<file path="config.mk">
export PLATFORM = sky130hd
export DESIGN_NAME = instr_exec_unit
export DESIGN_NICKNAME = d
export VERILOG_FILES = /design/src/rtl/instr_register_pkg.sv /design/src/rtl/instr_exec_unit_divider.sv /design/src/rtl/instr_exec_unit.sv
export SDC_FILE = /design/constraint.sdc
export NUM_CORES = 2
export LEC_CHECK = 0
export ABC_AREA = 1
export CAP_MARGIN = 20
export CORE_MARGIN = 4
export CORE_UTILIZATION = 40
export DETAILED_ROUTE_END_ITERATION = 12
export RECOVER_POWER = 100
export SETUP_SLACK_MARGIN = 0.1
export SYNTH_ARGS = -nofsm -noshare
export SYNTH_HDL_FRONTEND = slang
export SYNTH_SLANG_ARGS = --single-unit
</file>
<file path="constraint.sdc">
create_clock -name clk -period 12.92 [get_ports clk]
set_input_delay 3.876 -clock clk [delete_from_list [all_inputs] [get_ports clk]]
set_output_delay 3.876 -clock clk [all_outputs]
set_load 0.01 [all_outputs]
</file>
<file path="src/rtl/instr_register_pkg.sv">
// rtl/instr_register_pkg.sv - shared instruction types for the instruction register and its execute unit
package instr_register_pkg;

    localparam int OP_W  = 32;
    localparam int RES_W = 64;

    typedef enum logic [3:0] {
        PASSA = 4'd0,
        PASSB = 4'd1,
        ADD   = 4'd2,
        SUB   = 4'd3,
        MULT  = 4'd4,
        DIV   = 4'd5,
        MOD   = 4'd6,
        ZERO  = 4'd7
    } opcode_t;

    typedef logic signed [OP_W-1:0]  operand_t;
    typedef logic signed [RES_W-1:0] operand_d;

    typedef struct packed {
        opcode_t  opc;
        operand_t op_a;
        operand_t op_b;
        operand_d rezultat;
    } instruction_t;

    // State names carry a prefix because DIV is already an opcode literal in this package.
    typedef enum logic [1:0] {
        S_IDLE = 2'd0,
        S_DIV  = 2'd1,
        S_DONE = 2'd2
    } exec_state_t;

    function automatic logic is_div_op(opcode_t o);
        return (o == DIV) || (o == MOD);
    endfunction

endpackage

</file>
<file path="src/rtl/instr_exec_unit_divider.sv">
// rtl/instr_exec_unit_divider.sv - fixed-latency signed restoring divider, one quotient bit per cycle
module iter_divider #(
    parameter int W = 32
) (
    input  logic                clk,
    input  logic                reset_n,
    input  logic                start,
    input  logic signed [W-1:0] dividend,
    input  logic signed [W-1:0] divisor,
    output logic signed [W:0]   quotient,
    output logic signed [W-1:0] remainder,
    output logic                done
);
    localparam int CW = $clog2(W);

    logic [W-1:0]  rem_q;
    logic [W-1:0]  quo_q;
    logic [W:0]    dvs_q;
    logic [CW-1:0] cnt_q;
    logic          running_q, neg_q_q, neg_r_q;

    logic [W:0]    shifted;
    logic [W-1:0]  rem_n, quo_n, mag_a;
    logic [W:0]    mag_b;
    logic          ge;

    // The most negative dividend's magnitude (2^(W-1)) still fits W unsigned bits.
    always_comb begin
        mag_a     = dividend[W-1] ? (~dividend + 1'b1) : dividend;
        mag_b     = {1'b0, (divisor[W-1] ? (~divisor + 1'b1) : divisor)};
        shifted   = {rem_q, quo_q[W-1]};
        ge        = shifted >= dvs_q;
        rem_n     = W'(ge ? (shifted - dvs_q) : shifted);
        quo_n     = {quo_q[W-2:0], ge};
        done      = running_q && (cnt_q == CW'(W-1));
        quotient  = neg_q_q ? -$signed({1'b0, quo_n}) : $signed({1'b0, quo_n});
        remainder = neg_r_q ? -$signed(rem_n) : $signed(rem_n);
    end

    always_ff @(posedge clk) begin
        if (!reset_n) begin
            rem_q     <= '0;
            quo_q     <= '0;
            dvs_q     <= '0;
            cnt_q     <= '0;
            running_q <= 1'b0;
            neg_q_q   <= 1'b0;
            neg_r_q   <= 1'b0;
        end else if (start) begin
            rem_q     <= '0;
            quo_q     <= mag_a;
            dvs_q     <= mag_b;
            cnt_q     <= '0;
            running_q <= 1'b1;
            neg_q_q   <= dividend[W-1] ^ divisor[W-1];
            neg_r_q   <= dividend[W-1];
        end else if (running_q) begin
            rem_q <= rem_n;
            quo_q <= quo_n;
            cnt_q <= cnt_q + CW'(1);
            if (done)
                running_q <= 1'b0;
        end
    end

endmodule

</file>
<file path="src/rtl/instr_exec_unit.sv">
// rtl/instr_exec_unit.sv - executes instructions from the instruction register onto a valid/ready result stream
module instr_exec_unit
    import instr_register_pkg::*;
#(
    parameter int OP_WIDTH  = 32,
    parameter int RES_WIDTH = 64
) (
    input  logic                        clk,
    input  logic                        reset_n,
    input  logic                        in_valid,
    output logic                        in_ready,
    input  instruction_t                in_instr,
    output logic                        out_valid,
    input  logic                        out_ready,
    output opcode_t                     out_opc,
    output logic signed [RES_WIDTH-1:0] out_result,
    output logic                        out_div_by_zero,
    output logic                        busy
);
    exec_state_t state_q, state_d;

    logic signed [OP_WIDTH-1:0]  op_a, op_b;
    logic signed [RES_WIDTH-1:0] a_ext, b_ext, single_res, quo_ext, rem_ext;
    logic signed [OP_WIDTH:0]    div_quo;
    logic signed [OP_WIDTH-1:0]  div_rem;
    logic                        div_done, div_start, accept, is_div, b_zero;
    logic                        unused_rezultat;

    opcode_t                     out_opc_q;
    logic signed [RES_WIDTH-1:0] out_result_q;
    logic                        dbz_q;

    assign op_a            = in_instr.op_a;
    assign op_b            = in_instr.op_b;
    assign unused_rezultat = ^in_instr.rezultat;
    assign accept          = in_valid && in_ready;
    assign is_div          = is_div_op(in_instr.opc);
    assign b_zero          = (op_b == '0);
    assign div_start       = accept && is_div && !b_zero;

    always_comb begin
        a_ext   = {{(RES_WIDTH-OP_WIDTH){op_a[OP_WIDTH-1]}}, op_a};
        b_ext   = {{(RES_WIDTH-OP_WIDTH){op_b[OP_WIDTH-1]}}, op_b};
        quo_ext = {{(RES_WIDTH-OP_WIDTH-1){div_quo[OP_WIDTH]}}, div_quo};
        rem_ext = {{(RES_WIDTH-OP_WIDTH){div_rem[OP_WIDTH-1]}}, div_rem};
        case (in_instr.opc)
            PASSA:   single_res = a_ext;
            PASSB:   single_res = b_ext;
            ADD:     single_res = a_ext + b_ext;
            SUB:     single_res = a_ext - b_ext;
            MULT:    single_res = a_ext * b_ext;
            default: single_res = '0;
        endcase
    end

    iter_divider #(.W(OP_WIDTH)) u_div (
        .clk       (clk),
        .reset_n   (reset_n),
        .start     (div_start),
        .dividend  (op_a),
        .divisor   (op_b),
        .quotient  (div_quo),
        .remainder (div_rem),
        .done      (div_done)
    );

    always_ff @(posedge clk) begin
        if (!reset_n)
            state_q <= S_IDLE;
        else
            state_q <= state_d;
    end

    always_comb begin
        state_d = state_q;
        case (state_q)
            S_IDLE, S_DONE: begin
                if (accept)
                    state_d = div_start ? S_DIV : S_DONE;
                else if (state_q == S_IDLE || out_ready)
                    state_d = S_IDLE;
            end
            S_DIV:   if (div_done) state_d = S_DONE;
            default: state_d = S_IDLE;
        endcase
    end

    always_comb begin
        in_ready  = 1'b0;
        out_valid = 1'b0;
        busy      = (state_q != S_IDLE);
        case (state_q)
            S_IDLE:  in_ready = 1'b1;
            S_DONE: begin
                out_valid = 1'b1;
                in_ready  = out_ready;
            end
            default: ;
        endcase
    end

    // Results only change on a handoff edge or on divider completion, so they hold while stalled.
    always_ff @(posedge clk) begin
        if (!reset_n) begin
            out_result_q <= '0;
            out_opc_q    <= PASSA;
            dbz_q        <= 1'b0;
        end else if (accept) begin
            out_result_q <= single_res;
            out_opc_q    <= in_instr.opc;
            dbz_q        <= is_div && b_zero;
        end else if (div_done && state_q == S_DIV) begin
            out_result_q <= (out_opc_q == DIV) ? quo_ext : rem_ext;
        end
    end

    assign out_result      = out_result_q;
    assign out_opc         = out_opc_q;
    assign out_div_by_zero = dbz_q;

endmodule

</file>
* After elaboration in Yosys (flattened, before gate mapping) *
Index checks and enable logic that the tools add are counted.

cells by class
  add/sub/neg operators = 8
  multipliers = 1
  $lt $le $gt $ge = 1
  eq/ne operators = 12
  muxes and demuxes = 21
  bitwise gates (word level) = 4
  reductions and logical operators = 18

operators by type and width
  kind                                                                    number
  64-bit case mux with 5 select lines                                     1
  32-bit 2-to-1 mux                                                       6
  64-bit 2-to-1 mux                                                       3
  32-bit by 1-bit adder with 32-bit output (second input constant)        2
  32-bit by 32-bit multiplier with 64-bit output                          1
  32-bit inverter                                                         2
  32-bit by 32-bit adder with 33-bit output                               1
  33-bit by 32-bit >= comparator with 1-bit output                        1
  33-bit 2-to-1 mux                                                       1
  32-bit negator with 33-bit output                                       1
  32-bit by 32-bit subtractor with 33-bit output                          1
  32-bit zero test                                                        1
  32-bit negator                                                          1
  32-bit subtractor                                                       1
  4-bit by 3-bit equality test with 1-bit output (second input constant)  4
  4-bit by 2-bit equality test with 1-bit output (second input constant)  2
  2-bit 2-to-1 mux                                                        4
  1-bit logical AND                                                       6
  2-bit nonzero test                                                      3
  5-bit by 1-bit adder with 5-bit output (second input constant)          1
  5-bit equality test (second input constant)                             1
  4-bit by 1-bit equality test with 1-bit output (second input constant)  1
  4-bit zero test                                                         1
  1-bit 2-to-1 mux                                                        4
  13 further kinds                                                        15

storage, ports and cells
  flip-flop bits (word level) = 175
  output and inout bits = 72

* Longest topological paths before layout *
  depth after elaboration = 8
  mapped depth = 38
  depth with buffers taken out = 36

* Modules after synthesis *
Synthesis repeated with hierarchy kept, for this count alone.

unflattened totals
  cells, all modules = 8534
  area, all modules = 58526.1 um^2

by module, submodules not included
  module           times used  cells an instance  area an instance (um^2)  sequential area each (um^2)
  instr_exec_unit  1           6710               48149.9                  1421.4
  iter_divider     1           1824               10376.2                  2082.0

* Worst setup path before layout *
OpenSTA, ideal clock, no wires.

  kind = input port to flip-flop
  from = input in_instr[127] in the netlist's numbering
  to = register out_result_q[54] (netlist: out_result[54])
  data arrival time = 11.143 ns
  required time = 12.798 ns
  slack = 1.656 ns
  stages = 32
  buffers on the path = 2
  cells stage by stage = clkbuf_1 > clkbuf_1 > nand2_1 > inv_1 > fa_1 > inv_1 > fa_1 > inv_1 > fa_1 > fa_1 > inv_1 > fa_1 > inv_1 > fa_1 > inv_1 > fa_1 > inv_1 > fa_1 > ha_1 > a21oi_1 > inv_1 > a31oi_1 > o21ai_0 > a21oi_1 > nand3_1 > nand2_1 > nand2_1 > or2_2 > nand3_1 > nand2_1 > nand2_1 > a21oi_2

on the way
  word-level cells in the longest chain between the ends = 3
  elaborated cells between the ends (all ways) = 5
  those cells by class = add/sub (2); mul (1); mux (2)

RTL lines
  item                                                                    RTL line                text
  from (decl)                                                             instr_exec_unit.sv:12   input instruction_t in_instr,
  32-bit by 32-bit multiplier with 64-bit output (tied with other cells)  instr_exec_unit.sv:51   MULT: single_res = a_ext * b_ext;
  64-bit case mux with 5 select lines *                                   instr_exec_unit.sv:46   case (in_instr.opc)
  64-bit 2-to-1 mux *                                                     instr_exec_unit.sv:108  end else if (accept) begin
  to (signal assigned)                                                    instr_exec_unit.sv:109  out_result_q <= single_res;
  to (signal assigned)                                                    instr_exec_unit.sv:113  out_result_q <= (out_opc_q == DIV) ? quo_ext : rem_ext;
  to (decl)                                                               instr_exec_unit.sv:30   logic signed [RES_WIDTH-1:0] out_result_q;

Mark *: on every way between the ends. The rest lies on a longest branch, timed or not.
A chain may end at the register's enable or synchronous reset.

* Worst setup path after layout *
  from = input in_instr[64] in the netlist's numbering
  to = register out_result_q[42] (netlist: out_result[42])

Same word-level chain as after synthesis.

==> flow_summary.toml <==
[clocking]
cts_hold_buf = 0
post_cts_buffers = 0
ctsResizeCount = 0
cts_tree = "done"
clkTransAtPathRegs_ns = 0.09
cts_root_buf = "clkbuf_16"
htreeDepth = 4
cts_buffers = 17
clock_latency_ns = 0.48
cts_buffer_depth = 2
cts_num_sinks = 175

[floorplanning]
initial_core_util_pct = 40.3
coreArea_um2 = 138000
die_area_um2 = 145000
rows = 136
io_pins = 208
die_h_um = 381
fp.dieW_um = 381

[job]
drv_cap = 8

[global_route]
grt_antenna_before_repair = 13
grt_overflow_total = 0
grt_pass1_vias = 51600
grt_max_degree = 70
grt_usage_pct = 27.8
grt_pass1_wl_um = 310000

[yosys]
async_flop_share_pct = 0
postSynthAreaPerCell_um2 = 7.14
netlist_area_um2 = 55500
synth_warnings = 0
syn_nets = 9278
synthDistinctLibCells = 64
seq_area_frac_synth_pct = 6.31
synth_edf_count = 0
synth-seq-cells = 175
synthCells = 7770
synthFlopType = "dfxtp_1"

[sta]
setup_viol = 0
finalHoldViolations = 0
slew_viol_final = 401
rsz0062_at_grt = "false"
tightest_slew_ns = 2.83
fmax_ghz = 0.0823
min_period_over_period_pct = 94.0
slew_headroom_pct = -88.6
finalCriticalPeriod_ns = 12.15
clock_skew_ns = 0.0207
setup_tns_ns = 0
hold_slack_ns = 0.470

[routing]
ant_nets = 0
avgViaCountPerCell = 5.22
vias = 49700
drt_iter0_drc = 4360
routedWlPerCell_um = 21.0
drt_first_pass_iters = 6
wl_um = 200000
remaining_drc_errors = 0

[setup_path]
cp.arrival_ns = 12.49
crit_path_end = "out_result[42]"
rr_worst_depth = 8
critPathKind = "input port to flop"
r2r_start = "state_q[1]"
rrSetupSlack_ns = 6.74
cp_common_cell = "nand2_1"
worst_ep_required_time_ns = 13.26
cpPeakStageDelay_ns = 0.97
r2r-end = "out_result[18]"
setup.worst_path.start_class = "input port"
crit_path_end_kind = "flop"
critPathMaxFanout = 14
slowest_stage = "dlygate4sd3_1"
startpoint = "in_instr[64]"

[finish]
multi_input_area_um2 = 42900
design_area_um2 = 59300
drive_gt1_share_pct = 4.52
layout_common_cells = "inv_1, nand2_1, fa_1"
fin_nets = 9213
seqCellArea_um2 = 3500
synthToLayoutAreaGrowth_pct = 6.84
final_common_cell = "inv_1"
fillers = 14300

[run_status]
status = "finished, violations left"
violations = "capacitance limit, slew limit"

[placed_design]
dp_hpwl_um = 164000
port_buffers = 143
dpl-instance-area_um2 = 58700
gp_congestion = 0.981

[worst_hold_path]
hold_class = "flop to flop"
worstHoldStart = "out_div_by_zero"
-- kinds of logic after synthesis --
family	share of synthesized area, %
DFF	6.31
buffers and inverters	16.4
adders and majority gates	45.6
xor gates and xnor gates	1.47
and+or+nand+nor	19.9
AOI/OAI and AO/OA	10.3
-- layer usage --
layer	wire length, µm	global-route usage (%)	vias to the layer above
li1	-	-	22900
met1	82600	36.4	24700
met2	94000	46.3	1796
met3	12600	2.94	413
met4	11000	12.8	0
met5	0	0	-
-- sequential cells by signal, indices dropped and copies added, names as in the netlist --
| signal | flops |
|---|---|
| out_result | 64 |
| out_opc | 4 |
| out_div_by_zero | 1 |
| u_div.running_q | 1 |
| state_q | 2 |
| u_div.cnt_q | 5 |
| u_div.neg_q_q | 1 |
| u_div.dvs_q | 32 |
| u_div.quo_q | 32 |
| u_div.neg_r_q | 1 |
| u_div.rem_q | 32 |
-- synthesized netlist by cell type, types with 23 or more instances --
cell type	n	area share, %
nand2_1	1893	13
ha_1	287	6.5
nand3_1	212	1.9
nand4_1	60	0.68
o21ai_0	392	3.5
buf_1	26	0.18
dfxtp_1	175	6.3
clkbuf_1	340	2.3
xor2_1	72	1.1
nand2_2	32	0.36
inv_1	2001	14
fa_1	1085	39
or2_2	24	0.27
a21oi_2	31	0.49
nor4_1	23	0.26
a31oi_1	38	0.43
nor2_1	350	2.4
nor3_1	55	0.50
a21oi_1	430	3.9
-- worst min path at each step --
stage | end | slack (ns) | depth (start not counted)
2_1_floorplan | u_div.dvs_q[31] | 0.44 | 2
3_3_place_gp | u_div.cnt_q[4] | 0.46 | 2
3_5_place_dp | u_div.cnt_q[4] | 0.46 | 2
4_1_cts | u_div.cnt_q[4] | 0.47 | 2
5_1_grt | u_div.cnt_q[4] | 0.49 | 2
6_report | out_div_by_zero | 0.47 | 2
-- layout make-up --
cell class / instances / area share (%)
Multi-Input combinational cell: 5196 / 72.4
Inverter: 2017 / 12.8
Sequential cell: 175 / 5.91
Timing Repair Buffer: 298 / 4.07
Tap cell: 1794 / 3.78
Clock buffer: 17 / 0.717
Clock inverter: 15 / 0.340
Antenna cell: 16 / 0.0675
-- worst max-delay path: cells and delay by family --
kind / cells / cell delay (ns)
adders and majority gates: 9 / 4.25
AOI/OAI and AO/OA: 4 / 0.64
and+or+nand+nor: 12 / 1.33
buffers and inverters: 7 / 2.37
-- stage by stage --
stage                     util, %  instances  setup WS [ns]
final                        43.1       9528          0.770
after global routing         43.1       9520          0.423
after CTS                    43.1       9510           1.13
after detailed placement     42.6       9478          0.656
after global placement       42.6       9478          0.641
after floorplan                 -       7770           1.66
Power is not shown: default switching activity piles up to over one toggle a cycle in this logic, so the estimate is an artifact.
